`src/rtl/bg_block_mem_ctrl_if.sv`:
```
// VRAM/DDR arbiter port used by the background block memory controller.
// One command channel (read or masked write beat) plus an in-order read return channel.
interface bg_block_mem_ctrl_if;
  logic        o_memCmdValid;
  logic        i_memCmdReady;
  logic        o_memWrite;
  logic [16:0] o_memAdr;
  logic [63:0] o_memWriteData;
  logic [7:0]  o_memByteEn;
  logic        i_memReadValid;
  logic [63:0] i_memReadData;

  modport master (
    output o_memCmdValid, o_memWrite, o_memAdr, o_memWriteData, o_memByteEn,
    input  i_memCmdReady, i_memReadValid, i_memReadData
  );

  modport slave (
    input  o_memCmdValid, o_memWrite, o_memAdr, o_memWriteData, o_memByteEn,
    output i_memCmdReady, i_memReadValid, i_memReadData
  );
endinterface

```
`src/rtl/bg_block_mem_ctrl.sv`:
```
// Saves 16-pixel background blocks to VRAM as masked 64-bit beats and loads them back,
// presenting a loaded block with a single-cycle import strobe.
module bg_block_mem_ctrl #(
  parameter int BEATS = 4
) (
  input  logic         clk,
  input  logic         i_rst,
  input  logic         i_saveReq,
  input  logic [14:0]  i_saveAdr,
  input  logic [255:0] i_saveBlock,
  input  logic [15:0]  i_saveMask,
  input  logic         i_loadReq,
  input  logic [14:0]  i_loadAdr,
  output logic         o_busy,
  output logic         o_importBGBlockSingleClock,
  output logic [255:0] o_importedBGBlock,
  bg_block_mem_ctrl_if.master mem
);

  localparam logic [2:0] ST_IDLE    = 3'd0;
  localparam logic [2:0] ST_WR      = 3'd1;
  localparam logic [2:0] ST_RD_CMD  = 3'd2;
  localparam logic [2:0] ST_RD_WAIT = 3'd3;
  localparam logic [2:0] ST_DONE    = 3'd4;
  localparam logic [1:0] LAST_BEAT  = 2'(BEATS - 1);

  logic [2:0]   state_r;
  logic         busy_r;
  logic         importPulse_r;
  logic [255:0] imported_r;
  logic [191:0] rdBuf_r;
  logic [1:0]   retCnt_r;
  logic [14:0]  saveAdr_r;
  logic [255:0] block_r;
  logic [15:0]  mask_r;
  logic         loadPend_r;
  logic [14:0]  loadAdr_r;
  logic [1:0]   cmdBeat_r;
  logic         cmdValid_r;
  logic         cmdWrite_r;
  logic [16:0]  cmdAdr_r;
  logic [63:0]  cmdData_r;
  logic [7:0]   cmdByteEn_r;

  logic [2:0]   wrFirst_s;
  logic [2:0]   wrNext_s;
  logic         cmdFire_s;
  logic         rdActive_s;
  logic         retFire_s;

  // Byte enables of one beat: each pixel-mask bit covers two bytes.
  function automatic logic [7:0] beatByteEn(input logic [15:0] mask, input logic [1:0] beat);
    logic [3:0] nib;
    nib = mask[{beat, 2'b00} +: 4];
    return {{2{nib[3]}}, {2{nib[2]}}, {2{nib[1]}}, {2{nib[0]}}};
  endfunction

  // Lowest beat >= start with any mask bit set; MSB of result flags that one exists.
  function automatic logic [2:0] nextBeat(input logic [15:0] mask, input logic [2:0] start);
    logic [2:0] res;
    res = 3'b000;
    for (int k = 3; k >= 0; k--) begin
      if ((3'(k) >= start) && (|mask[4*k +: 4])) begin
        res = {1'b1, 2'(k)};
      end
    end
    return res;
  endfunction

  assign wrFirst_s  = nextBeat(i_saveMask, 3'd0);
  assign wrNext_s   = nextBeat(mask_r, {1'b0, cmdBeat_r} + 3'd1);
  assign cmdFire_s  = cmdValid_r & mem.i_memCmdReady;
  assign rdActive_s = (state_r == ST_RD_CMD) || (state_r == ST_RD_WAIT);
  assign retFire_s  = rdActive_s & mem.i_memReadValid;

  assign o_busy                     = busy_r;
  assign o_importBGBlockSingleClock = importPulse_r;
  assign o_importedBGBlock          = imported_r;
  assign mem.o_memCmdValid          = cmdValid_r;
  assign mem.o_memWrite             = cmdWrite_r;
  assign mem.o_memAdr               = cmdAdr_r;
  assign mem.o_memWriteData         = cmdData_r;
  assign mem.o_memByteEn            = cmdByteEn_r;

  // Read-return assembly: beats land in order; the visible block only changes on the last beat.
  always_ff @(posedge clk) begin
    if (i_rst) begin
      rdBuf_r    <= 192'd0;
      imported_r <= 256'd0;
    end else if (retFire_s) begin
      case (retCnt_r)
        2'd0:    rdBuf_r[63:0]    <= mem.i_memReadData;
        2'd1:    rdBuf_r[127:64]  <= mem.i_memReadData;
        2'd2:    rdBuf_r[191:128] <= mem.i_memReadData;
        default: imported_r       <= {mem.i_memReadData, rdBuf_r};
      endcase
    end
  end

  // Request acceptance, command sequencing and completion FSM.
  always_ff @(posedge clk) begin
    if (i_rst) begin
      state_r       <= ST_IDLE;
      busy_r        <= 1'b0;
      importPulse_r <= 1'b0;
      retCnt_r      <= 2'd0;
      saveAdr_r     <= 15'd0;
      block_r       <= 256'd0;
      mask_r        <= 16'd0;
      loadPend_r    <= 1'b0;
      loadAdr_r     <= 15'd0;
      cmdBeat_r     <= 2'd0;
      cmdValid_r    <= 1'b0;
      cmdWrite_r    <= 1'b0;
      cmdAdr_r      <= 17'd0;
      cmdData_r     <= 64'd0;
      cmdByteEn_r   <= 8'd0;
    end else begin
      importPulse_r <= 1'b0;
      if (retFire_s) begin
        retCnt_r <= retCnt_r + 2'd1;
      end
      case (state_r)
        ST_IDLE: begin
          // An all-zero save mask makes the save vanish; a paired load still runs.
          if (!busy_r && i_saveReq && wrFirst_s[2]) begin
            saveAdr_r   <= i_saveAdr;
            block_r     <= i_saveBlock;
            mask_r      <= i_saveMask;
            loadPend_r  <= i_loadReq;
            loadAdr_r   <= i_loadAdr;
            state_r     <= ST_WR;
            busy_r      <= 1'b1;
            cmdValid_r  <= 1'b1;
            cmdWrite_r  <= 1'b1;
            cmdBeat_r   <= wrFirst_s[1:0];
            cmdAdr_r    <= {i_saveAdr, wrFirst_s[1:0]};
            cmdData_r   <= i_saveBlock[{wrFirst_s[1:0], 6'd0} +: 64];
            cmdByteEn_r <= beatByteEn(i_saveMask, wrFirst_s[1:0]);
          end else if (!busy_r && i_loadReq) begin
            loadAdr_r   <= i_loadAdr;
            state_r     <= ST_RD_CMD;
            busy_r      <= 1'b1;
            retCnt_r    <= 2'd0;
            cmdValid_r  <= 1'b1;
            cmdWrite_r  <= 1'b0;
            cmdBeat_r   <= 2'd0;
            cmdAdr_r    <= {i_loadAdr, 2'd0};
            cmdData_r   <= 64'd0;
            cmdByteEn_r <= 8'hFF;
          end
        end
        ST_WR: begin
          if (cmdFire_s) begin
            if (wrNext_s[2]) begin
              cmdBeat_r   <= wrNext_s[1:0];
              cmdAdr_r    <= {saveAdr_r, wrNext_s[1:0]};
              cmdData_r   <= block_r[{wrNext_s[1:0], 6'd0} +: 64];
              cmdByteEn_r <= beatByteEn(mask_r, wrNext_s[1:0]);
            end else if (loadPend_r) begin
              loadPend_r  <= 1'b0;
              state_r     <= ST_RD_CMD;
              retCnt_r    <= 2'd0;
              cmdWrite_r  <= 1'b0;
              cmdBeat_r   <= 2'd0;
              cmdAdr_r    <= {loadAdr_r, 2'd0};
              cmdData_r   <= 64'd0;
              cmdByteEn_r <= 8'hFF;
            end else begin
              state_r     <= ST_IDLE;
              busy_r      <= 1'b0;
              cmdValid_r  <= 1'b0;
              cmdWrite_r  <= 1'b0;
              cmdAdr_r    <= 17'd0;
              cmdData_r   <= 64'd0;
              cmdByteEn_r <= 8'd0;
            end
          end
        end
        ST_RD_CMD: begin
          if (cmdFire_s) begin
            if (cmdBeat_r == LAST_BEAT) begin
              state_r     <= ST_RD_WAIT;
              cmdValid_r  <= 1'b0;
              cmdAdr_r    <= 17'd0;
              cmdByteEn_r <= 8'd0;
            end else begin
              cmdBeat_r   <= cmdBeat_r + 2'd1;
              cmdAdr_r    <= {loadAdr_r, cmdBeat_r + 2'd1};
            end
          end
        end
        ST_RD_WAIT: begin
          if (retFire_s && (retCnt_r == LAST_BEAT)) begin
            state_r       <= ST_DONE;
            importPulse_r <= 1'b1;
          end
        end
        ST_DONE: begin
          state_r <= ST_IDLE;
          busy_r  <= 1'b0;
        end
        default: begin
          state_r    <= ST_IDLE;
          busy_r     <= 1'b0;
          cmdValid_r <= 1'b0;
        end
      endcase
    end
  end

endmodule
```
`src/flat_wrapper.sv`:
```
// flat-port wrapper written by rule: the top's interface ports become plain ports
module bg_block_mem_ctrl_flat 
#(
  parameter int BEATS = 4
)
  (clk, i_rst, i_saveReq, i_saveAdr, i_saveBlock, i_saveMask, i_loadReq, i_loadAdr, o_busy, o_importBGBlockSingleClock, o_importedBGBlock, mem_o_memCmdValid, mem_o_memWrite, mem_o_memAdr, mem_o_memWriteData, mem_o_memByteEn, mem_i_memCmdReady, mem_i_memReadValid, mem_i_memReadData);
  bg_block_mem_ctrl_if mem_i ();
  input  logic clk;
  input  logic i_rst;
  input  logic i_saveReq;
  input  logic [14:0] i_saveAdr;
  input  logic [255:0] i_saveBlock;
  input  logic [15:0] i_saveMask;
  input  logic i_loadReq;
  input  logic [14:0] i_loadAdr;
  output logic o_busy;
  output logic o_importBGBlockSingleClock;
  output logic [255:0] o_importedBGBlock;
  output wire logic [$bits(mem_i.o_memCmdValid)-1:0] mem_o_memCmdValid;
  output wire logic [$bits(mem_i.o_memWrite)-1:0] mem_o_memWrite;
  output wire logic [$bits(mem_i.o_memAdr)-1:0] mem_o_memAdr;
  output wire logic [$bits(mem_i.o_memWriteData)-1:0] mem_o_memWriteData;
  output wire logic [$bits(mem_i.o_memByteEn)-1:0] mem_o_memByteEn;
  input wire logic [$bits(mem_i.i_memCmdReady)-1:0] mem_i_memCmdReady;
  input wire logic [$bits(mem_i.i_memReadValid)-1:0] mem_i_memReadValid;
  input wire logic [$bits(mem_i.i_memReadData)-1:0] mem_i_memReadData;
  assign mem_o_memCmdValid = mem_i.o_memCmdValid;
  assign mem_o_memWrite = mem_i.o_memWrite;
  assign mem_o_memAdr = mem_i.o_memAdr;
  assign mem_o_memWriteData = mem_i.o_memWriteData;
  assign mem_o_memByteEn = mem_i.o_memByteEn;
  assign mem_i.i_memCmdReady = mem_i_memCmdReady;
  assign mem_i.i_memReadValid = mem_i_memReadValid;
  assign mem_i.i_memReadData = mem_i_memReadData;
  bg_block_mem_ctrl #(.BEATS(BEATS)) u_core (.clk(clk), .i_rst(i_rst), .i_saveReq(i_saveReq), .i_saveAdr(i_saveAdr), .i_saveBlock(i_saveBlock), .i_saveMask(i_saveMask), .i_loadReq(i_loadReq), .i_loadAdr(i_loadAdr), .o_busy(o_busy), .o_importBGBlockSingleClock(o_importBGBlockSingleClock), .o_importedBGBlock(o_importedBGBlock), .mem(mem_i));
endmodule
```
`config.mk`:
```
export PLATFORM = sky130hd
export DESIGN_NAME = bg_block_mem_ctrl_flat
export DESIGN_NICKNAME = d
export VERILOG_FILES = /design/src/rtl/bg_block_mem_ctrl_if.sv /design/src/rtl/bg_block_mem_ctrl.sv /design/src/flat_wrapper.sv
export SDC_FILE = /design/constraint.sdc
export NUM_CORES = 2
export LEC_CHECK = 0
export ABC_CLOCK_PERIOD_IN_PS = 2860
export CORE_UTILIZATION = 35
export CTS_CLUSTER_DIAMETER = 100
export DETAILED_ROUTE_END_ITERATION = 7
export SLEW_MARGIN = 20
export SYNTH_ARGS = -nofsm -noshare
export SYNTH_HDL_FRONTEND = slang
export SYNTH_SLANG_ARGS = --single-unit
```
`constraint.sdc`:
```
create_clock -name clk -period 2.86 [get_ports clk]
set_input_delay 0.572 -clock clk [delete_from_list [all_inputs] [get_ports clk]]
set_output_delay 0.572 -clock clk [all_outputs]
set_load 0.02 [all_outputs]
```
## Word-level counts from Yosys, hierarchy flattened

Cells that the tools add are included.
W data, S select, Z words.

| cells by class | value |
|---|---|
| magnitude comparators | 4 |
| $add $sub $neg | 3 |
| reduce and logical (&&, ||, !) cells | 42 |
| eq/ne operators | 18 |
| muxes and demuxes | 72 |
| bitwise logic cells | 6 |
| shift operators | 4 |

Operators by type and width:

| kind | count |
|---|---|
| $shiftx A256 B9 Y64 | 2 |
| $mux W64 | 4 |
| $pmux W64 S2 | 1 |
| $mux W17 | 7 |
| $mux W8 | 7 |
| $pmux W17 S3 | 1 |
| $mux W3 | 15 |
| $reduce_or A4 Y1 | 8 |
| $shiftx A16 B5 Y4 | 2 |
| $mux W15 | 2 |
| $mux W2 | 14 |
| $pmux W8 S3 | 1 |
| $mux W1 | 13 |
| $pmux W3 S4 | 1 |
| $reduce_and A2 Y1 | 6 |
| $reduce_and A4 Y1 | 3 |
| $reduce_and A6 Y1 | 2 |
| $ne A2 B2 Y1 const B | 5 |
| $reduce_and A5 Y1 | 2 |
| $logic_and A1 B1 Y1 | 8 |
| $reduce_and A7 Y1 | 1 |
| $eq A2 B2 Y1 const B | 3 |
| $eq A3 B2 Y1 const B | 2 |
| $ge A1 B3 Y1 const A | 2 |
| 24 further kinds | 37 |

| storage, ports and cells | value |
|---|---|
| register bits | 851 |
| output and inout bits | 349 |
| input port bits | 372 |

## Logic depth before layout (Yosys ltp)

| depth | value |
|---|---|
| depth after elaboration | 11 |
| mapped depth | 11 |
| gate-level depth less buffers | 8 |

## Worst setup path before layout

No wires, ideal clock.

| timing path | value |
|---|---|
| path type | register to register |
| start point | register u_core.cmdBeat_r[0] |
| end point | register u_core.cmdData_r[48], in the netlist u_core.mem.o_memWriteData[48] |
| data required time | 2.769 ns |
| buffers on the path | 3 |
| setup slack | 0.166 ns |
| arrival time | 2.603 ns |
| stages on the path, launching flop included | 12 |
| cell sequence | dfxtp_1 > inv_1 > ha_1 > clkbuf_1 > nor2_1 > clkbuf_1 > buf_1 > nor3_1 > o211ai_1 > a21oi_1 > or3_1 > a311oi_1 |

| on the way | value |
|---|---|
| longest elaborated chain between the ends | 11 |
| elaborated cells between the ends (all ways) | 17 |
| classes of those cells | 1 x add/sub; 4 x order compare; 1 x shift; 7 x mux; 4 x reduce/logical |

RTL lines:

| item | line | text |
|---|---|---|
| from (decl) | bg_block_mem_ctrl.sv:38 | `logic [1:0] cmdBeat_r;` |
| from (signal assigned) | bg_block_mem_ctrl.sv:136 | `cmdBeat_r <= wrFirst_s[1:0];` |
| from (signal assigned) | bg_block_mem_ctrl.sv:156 | `cmdBeat_r <= wrNext_s[1:0];` |
| from (signal assigned) | bg_block_mem_ctrl.sv:188 | `cmdBeat_r <= cmdBeat_r + 2'd1;` |
| $add A2 B1 Y3 (*) | bg_block_mem_ctrl.sv:71 | `assign wrNext_s = nextBeat(mask_r, {1'b0, cmdBeat_r} + 3'd1);` |
| $ge A2 B3 Y1 | bg_block_mem_ctrl.sv:63 | `if ((3'(k) >= start) && (\|mask[4*k +: 4])) begin` |
| $logic_and A1 B1 Y1 | bg_block_mem_ctrl.sv:63 |  |
| $mux W3 (3 in a row) | bg_block_mem_ctrl.sv:63 |  |
| $mux W3 (*) | bg_block_mem_ctrl.sv:63 |  |
| $shiftx A256 B9 Y64 | bg_block_mem_ctrl.sv:158 | `cmdData_r <= block_r[{wrNext_s[1:0], 6'd0} +: 64];` |
| $mux W64 (*) | bg_block_mem_ctrl.sv:155 | `if (wrNext_s[2]) begin` |
| $mux W64 (*) | bg_block_mem_ctrl.sv:154 | `if (cmdFire_s) begin` |
| $pmux W64 S2 (*) | bg_block_mem_ctrl.sv:123 | `case (state_r)` |
| to (signal assigned) | bg_block_mem_ctrl.sv:138 | `cmdData_r <= i_saveBlock[{wrFirst_s[1:0], 6'd0} +: 64];` |
| to (signal assigned) | bg_block_mem_ctrl.sv:158 |  |
| to (decl) | bg_block_mem_ctrl.sv:42 | `logic [63:0] cmdData_r;` |

Mark *: on every way between the ends. The rest lies on a longest branch, timed or not. The select of a mux whose other input is x is not followed.
A chain may end at the register's enable or synchronous reset.

## Worst setup path in the final report

| timing path | value |
|---|---|
| start point | register u_core.mask_r[7] |
| end point | register u_core.cmdByteEn_r[6], in the netlist u_core.mem.o_memByteEn[6] |

| on the way | value |
|---|---|
| longest elaborated chain between the ends | 8 |

RTL lines:

| item | line | text |
|---|---|---|
| from (decl) | bg_block_mem_ctrl.sv:35 | `logic [15:0] mask_r;` |
| from (signal assigned) | bg_block_mem_ctrl.sv:129 | `mask_r <= i_saveMask;` |
| $reduce_or A4 Y1 | bg_block_mem_ctrl.sv:63 |  |
| $logic_and A1 B1 Y1 | bg_block_mem_ctrl.sv:63 |  |
| $mux W3 (2 in a row) | bg_block_mem_ctrl.sv:63 |  |
| $shiftx A16 B5 Y4 | bg_block_mem_ctrl.sv:54 | `nib = mask[{beat, 2'b00} +: 4];` |
| $mux W8 (*) | bg_block_mem_ctrl.sv:155 |  |
| $mux W8 (*) | bg_block_mem_ctrl.sv:154 |  |
| $pmux W8 S3 (*) | bg_block_mem_ctrl.sv:123 |  |
| to (signal assigned) | bg_block_mem_ctrl.sv:139 | `cmdByteEn_r <= beatByteEn(i_saveMask, wrFirst_s[1:0]);` |
| to (signal assigned) | bg_block_mem_ctrl.sv:159 | `cmdByteEn_r <= beatByteEn(mask_r, wrNext_s[1:0]);` |
| to (decl) | bg_block_mem_ctrl.sv:43 | `logic [7:0] cmdByteEn_r;` |

Marked as above.

==> impl_metrics.yaml <==
timing:
  relSlewSlack: 0.4452
  finClkSkew_ns: 0.05482
  maxSlewViolCount: 0
  fin_crit_sh: 0.9512
  rsz0062_at_grt: "false"
  tightestPinTransition_ns: 0.8322
  period_minus_slack_ns: 2.720
  setup_viol: 0
  hold_viol_final: 0
  fmaxAchievable_mhz: 367.6
clock_network:
  h-tree-depth: 3
  cts_tree: "done"
  clk_pin_slew_worst_paths_ns: 0.06
  clockBufferDepth: 3
  root_buffer: "clkbuf_16"
  holdBufCountCts: 0
  cts_made_buffers: 94
  clock-sinks: 847
  clk_latency_ns: 0.70
worst_setup_path:
  path_class: "flip-flop to flip-flop"
  crit_path_max_fanout: 7
  cp_num_buf_inv: 1
  worst_ep_required_time_ns: 3.40
  arrival_ns: 3.26
  cp_top_family: "compound AO/OA/AOI/OAI gates"
  end_kind: "flip-flop"
  critPathMaxStageDelay_ns: 0.61
  cp_cell_sequence: "o41ai_4 -> o221ai_1 -> buf_4 -> o21ai_0 -> o21ai_0 -> a22oi_1 -> a211oi_1"
  startpoint_type: "flip-flop"
  critPathSlowestCell: "o41ai_4"
  cp_common_cell: "o21ai_0"
logic_synthesis:
  ys.flop_type: "dfxtp_1"
  yosysSeqAreaShare: 0.4988
  synth_edf_count: 0
  avgSynthCellArea_um2: 7.540
  yosys_warnings: 0
  syn_inst: 4509
  synth_top_area_share: 0.4988
  synth.area.top_cells: "dfxtp_1 (50%), nand2_1 (17%), a21oi_1 (12%), clkbuf_1 (4.1%), o22ai_1 (2.4%)"
  syn_area_mm2: 0.03400
  yosysMostFrequentCell: "nand2_1"
  ys_ff_latch: 847
  ys_async_sr_fraction: 0
  yosys.area.top_type: "dfxtp_1"
  synthDistinctLibCells: 58
  yosys-top-cells-count: "nand2_1 (1551), dfxtp_1 (847), a21oi_1 (845)"
  synth_fp_nets: 4890
global_routing:
  first_global_vias: 32582
  antenna_found_initial: 17
  grt_pass1_wl_um: 204400
  overflow: 0
  grt_util_all_layers: 0.2677
  grt_max_degree: 127
detailed_routing:
  wire_per_inst_um: 21.08
  wl_um: 136800
  antenna_left: 0
  dr.pass1.iters: 8
  via_per_inst: 5.411
  num_vias: 35098
  drc_errors: 0
  drt_iter0_markers: 3385
power_and_ir_drop:
  power_frac_seq: 0.338
  powerDensity_mw_per_mm2: 909.0
  p_int_mw: 27.11
  p_leak_nw: 16.18
  p_sw_frac: 0.3706
  p_comb_frac: 0.365
  p_clk_frac: 0.297
  switching_power_mw: 15.96
  worst_ir_drop_vdd_v: 0.0007367
floorplanning:
  die_height_um: 313.7
  ios: 721
  core_area_mm2: 0.09558
  fp.dieW_um: 313.7
  die_area_mm2: 0.09838
  initial_core_util: 0.3557
  rows: 113
layout:
  layoutNonFillerInstCount: 6487
  utilization: 0.4957
  drive_above_1_share: 0.07779
  fillCellCount: 9429
  areaGrowthSynthToFinish_pct: 39.36
  num-nets-final: 5522
place:
  dp.cells: 6307
  dp_hpwl_um: 93150
  portBuffers: 720
  gp_congestion: 0.9119
flow_run:
  max_cap_viol_count: 0
status:
  outcome: "complete, no violations"
hold_path:
  hp-class: "input pin to flip-flop"
==> path summary, 6_finish.rpt <==
kind	start	to	slack, ns	cells past startpoint
max	u_core.mask_r[7]	u_core.mem.o_memByteEn[6]	0.14	7
min	i_rst	u_core.mem.o_memAdr[1]	0.33	2
min reg2reg	u_core.rdBuf_r[53]	u_core.o_importedBGBlock[53]	0.40	2
max reg2reg	u_core.mask_r[7]	u_core.mem.o_memByteEn[6]	0.14	7
==> state kept, by name, summed over array words and instances (netlist names) <==
name                               cells
u_core.o_importBGBlockSingleClock      1
u_core.mem.o_memAdr                   17
u_core.rdBuf_r                       192
u_core.retCnt_r                        2
u_core.saveAdr_r                      15
u_core.mem.o_memByteEn                 4
u_core.mask_r                         16
u_core.mem.o_memCmdValid               1
u_core.block_r                       256
u_core.mem.o_memWrite                  1
u_core.mem.o_memWriteData             64
u_core.cmdBeat_r                       2
u_core.o_importedBGBlock             256
u_core.o_busy                          1
u_core.loadAdr_r                      15
u_core.loadPend_r                      1
u_core.state_r                         3
==> kinds of logic (layout without fill, tap and decap cells) <==
| family | count (synthesis) | count (layout) | synth area share |
|---|---|---|---|
| buffers and inverters | 400 | 1110 | 0.04516 |
| muxes | 2 | 2 | 0.0005889 |
| adders and majority gates | 9 | 9 | 0.003312 |
| and+or+nand+nor | 1941 | 1941 | 0.2282 |
| xor gates and xnor gates | 2 | 2 | 0.0005153 |
| AOI/OAI and AO/OA | 1308 | 1308 | 0.2234 |
| other | 0 | 3 | 0 |
| DFF | 847 | 847 | 0.4988 |
==> stage by stage <==
step / hold WS, ns / setup WS, ns / power (mW) / setup TNS (ns) / area (um^2)
CTS: 0.2811 / 0.06164 / 43.20 / 0 / 47330
floorplan: 0.4318 / 0.1657 / 23.09 / 0 / 34000
finish: 0.3295 / 0.1397 / 43.07 / 0 / 47380
detailed placement: 0.4414 / -0.2153 / 30.25 / -34.87 / 43960
global route: 0.3263 / 0.02853 / 45.16 / 0 / 47370
global placement: 0.4362 / -0.2808 / 30.17 / -25.95 / 43960
==> final cells by class <==
cell class                 instances  area [um^2]  share of cell area
clock buffer                     137         2754             0.05813
multi-input combinational       3262        15680              0.3310
timing repair buffer             930         9789              0.2066
tap                             1265         1583             0.03341
clock inverter                    37        580.6             0.01225
sequential                       847        16960              0.3580
antenna                            3        7.507           0.0001585
inverter                           6        22.52           0.0004754
==> metal layers <==
layer  wire length [um]  part of all wire  track usage  vias up
met5                207            0.0015            0        -
met4               5846             0.043       0.1183       32
met3              11010             0.081      0.05773      297
met2              63580              0.46       0.4287     1456
met1              56130              0.41       0.3453    16621
li1                   -                 -            -    16692
==> cells in the final DEF (no fill, tap or decap), types with 6 or more instances in the layout <==
cell type,netlist,routed
a211oi_1,68,68
nand2b_1,9,8
clkbuf_1,367,19
a311oi_1,67,61
clkbuf_8,0,24
clkdlybuf4s50_1,0,719
nand3_1,7,6
clkbuf_16,0,94
o211ai_1,66,66
o21ai_0,16,16
ha_1,9,9
nor4_1,10,9
nor2b_1,18,18
buf_4,5,130
nor3_1,94,94
clkinv_16,0,6
a2111oi_0,16,16
nor2_1,164,161
a31oi_1,68,68
a311oi_2,0,6
bufinv_16,0,8
o22ai_1,130,130
nand2_1,1551,1544
dfxtp_1,847,845
buf_12,0,80
or3_1,65,65
clkinv_2,0,15
inv_1,6,6
a21oi_1,845,844
==> power groups by stage <==
stage	Combinational, mW	Sequential [mW]	Clock, mW
after floorplan	7.99	15.1	0
after global routing	16.9	14.7	13.5
after global placement	15.4	14.8	0
final	15.7	14.6	12.8
after detailed placement	15.5	14.8	0
after CTS	15.6	14.5	13.0
==> worst reg2reg max path: cells and delay by family (launching register included) <==
family / cells / cell delay (ns)
AO/OA/AOI/OAI: 6 / 2.01
flip-flops: 1 / 0.36
buffers and inverters: 1 / 0.21
==> what timing repair did <==
| item | CTS | global route |
|---|---|---|
| resized for setup | 0 | 8 |
| setup endpoints to repair | 7 | 47 |
| pin swaps | 1 | 0 |
| setup buffers | 3 | 0 |
No activity file was read; power rests on OpenSTA's default activity.
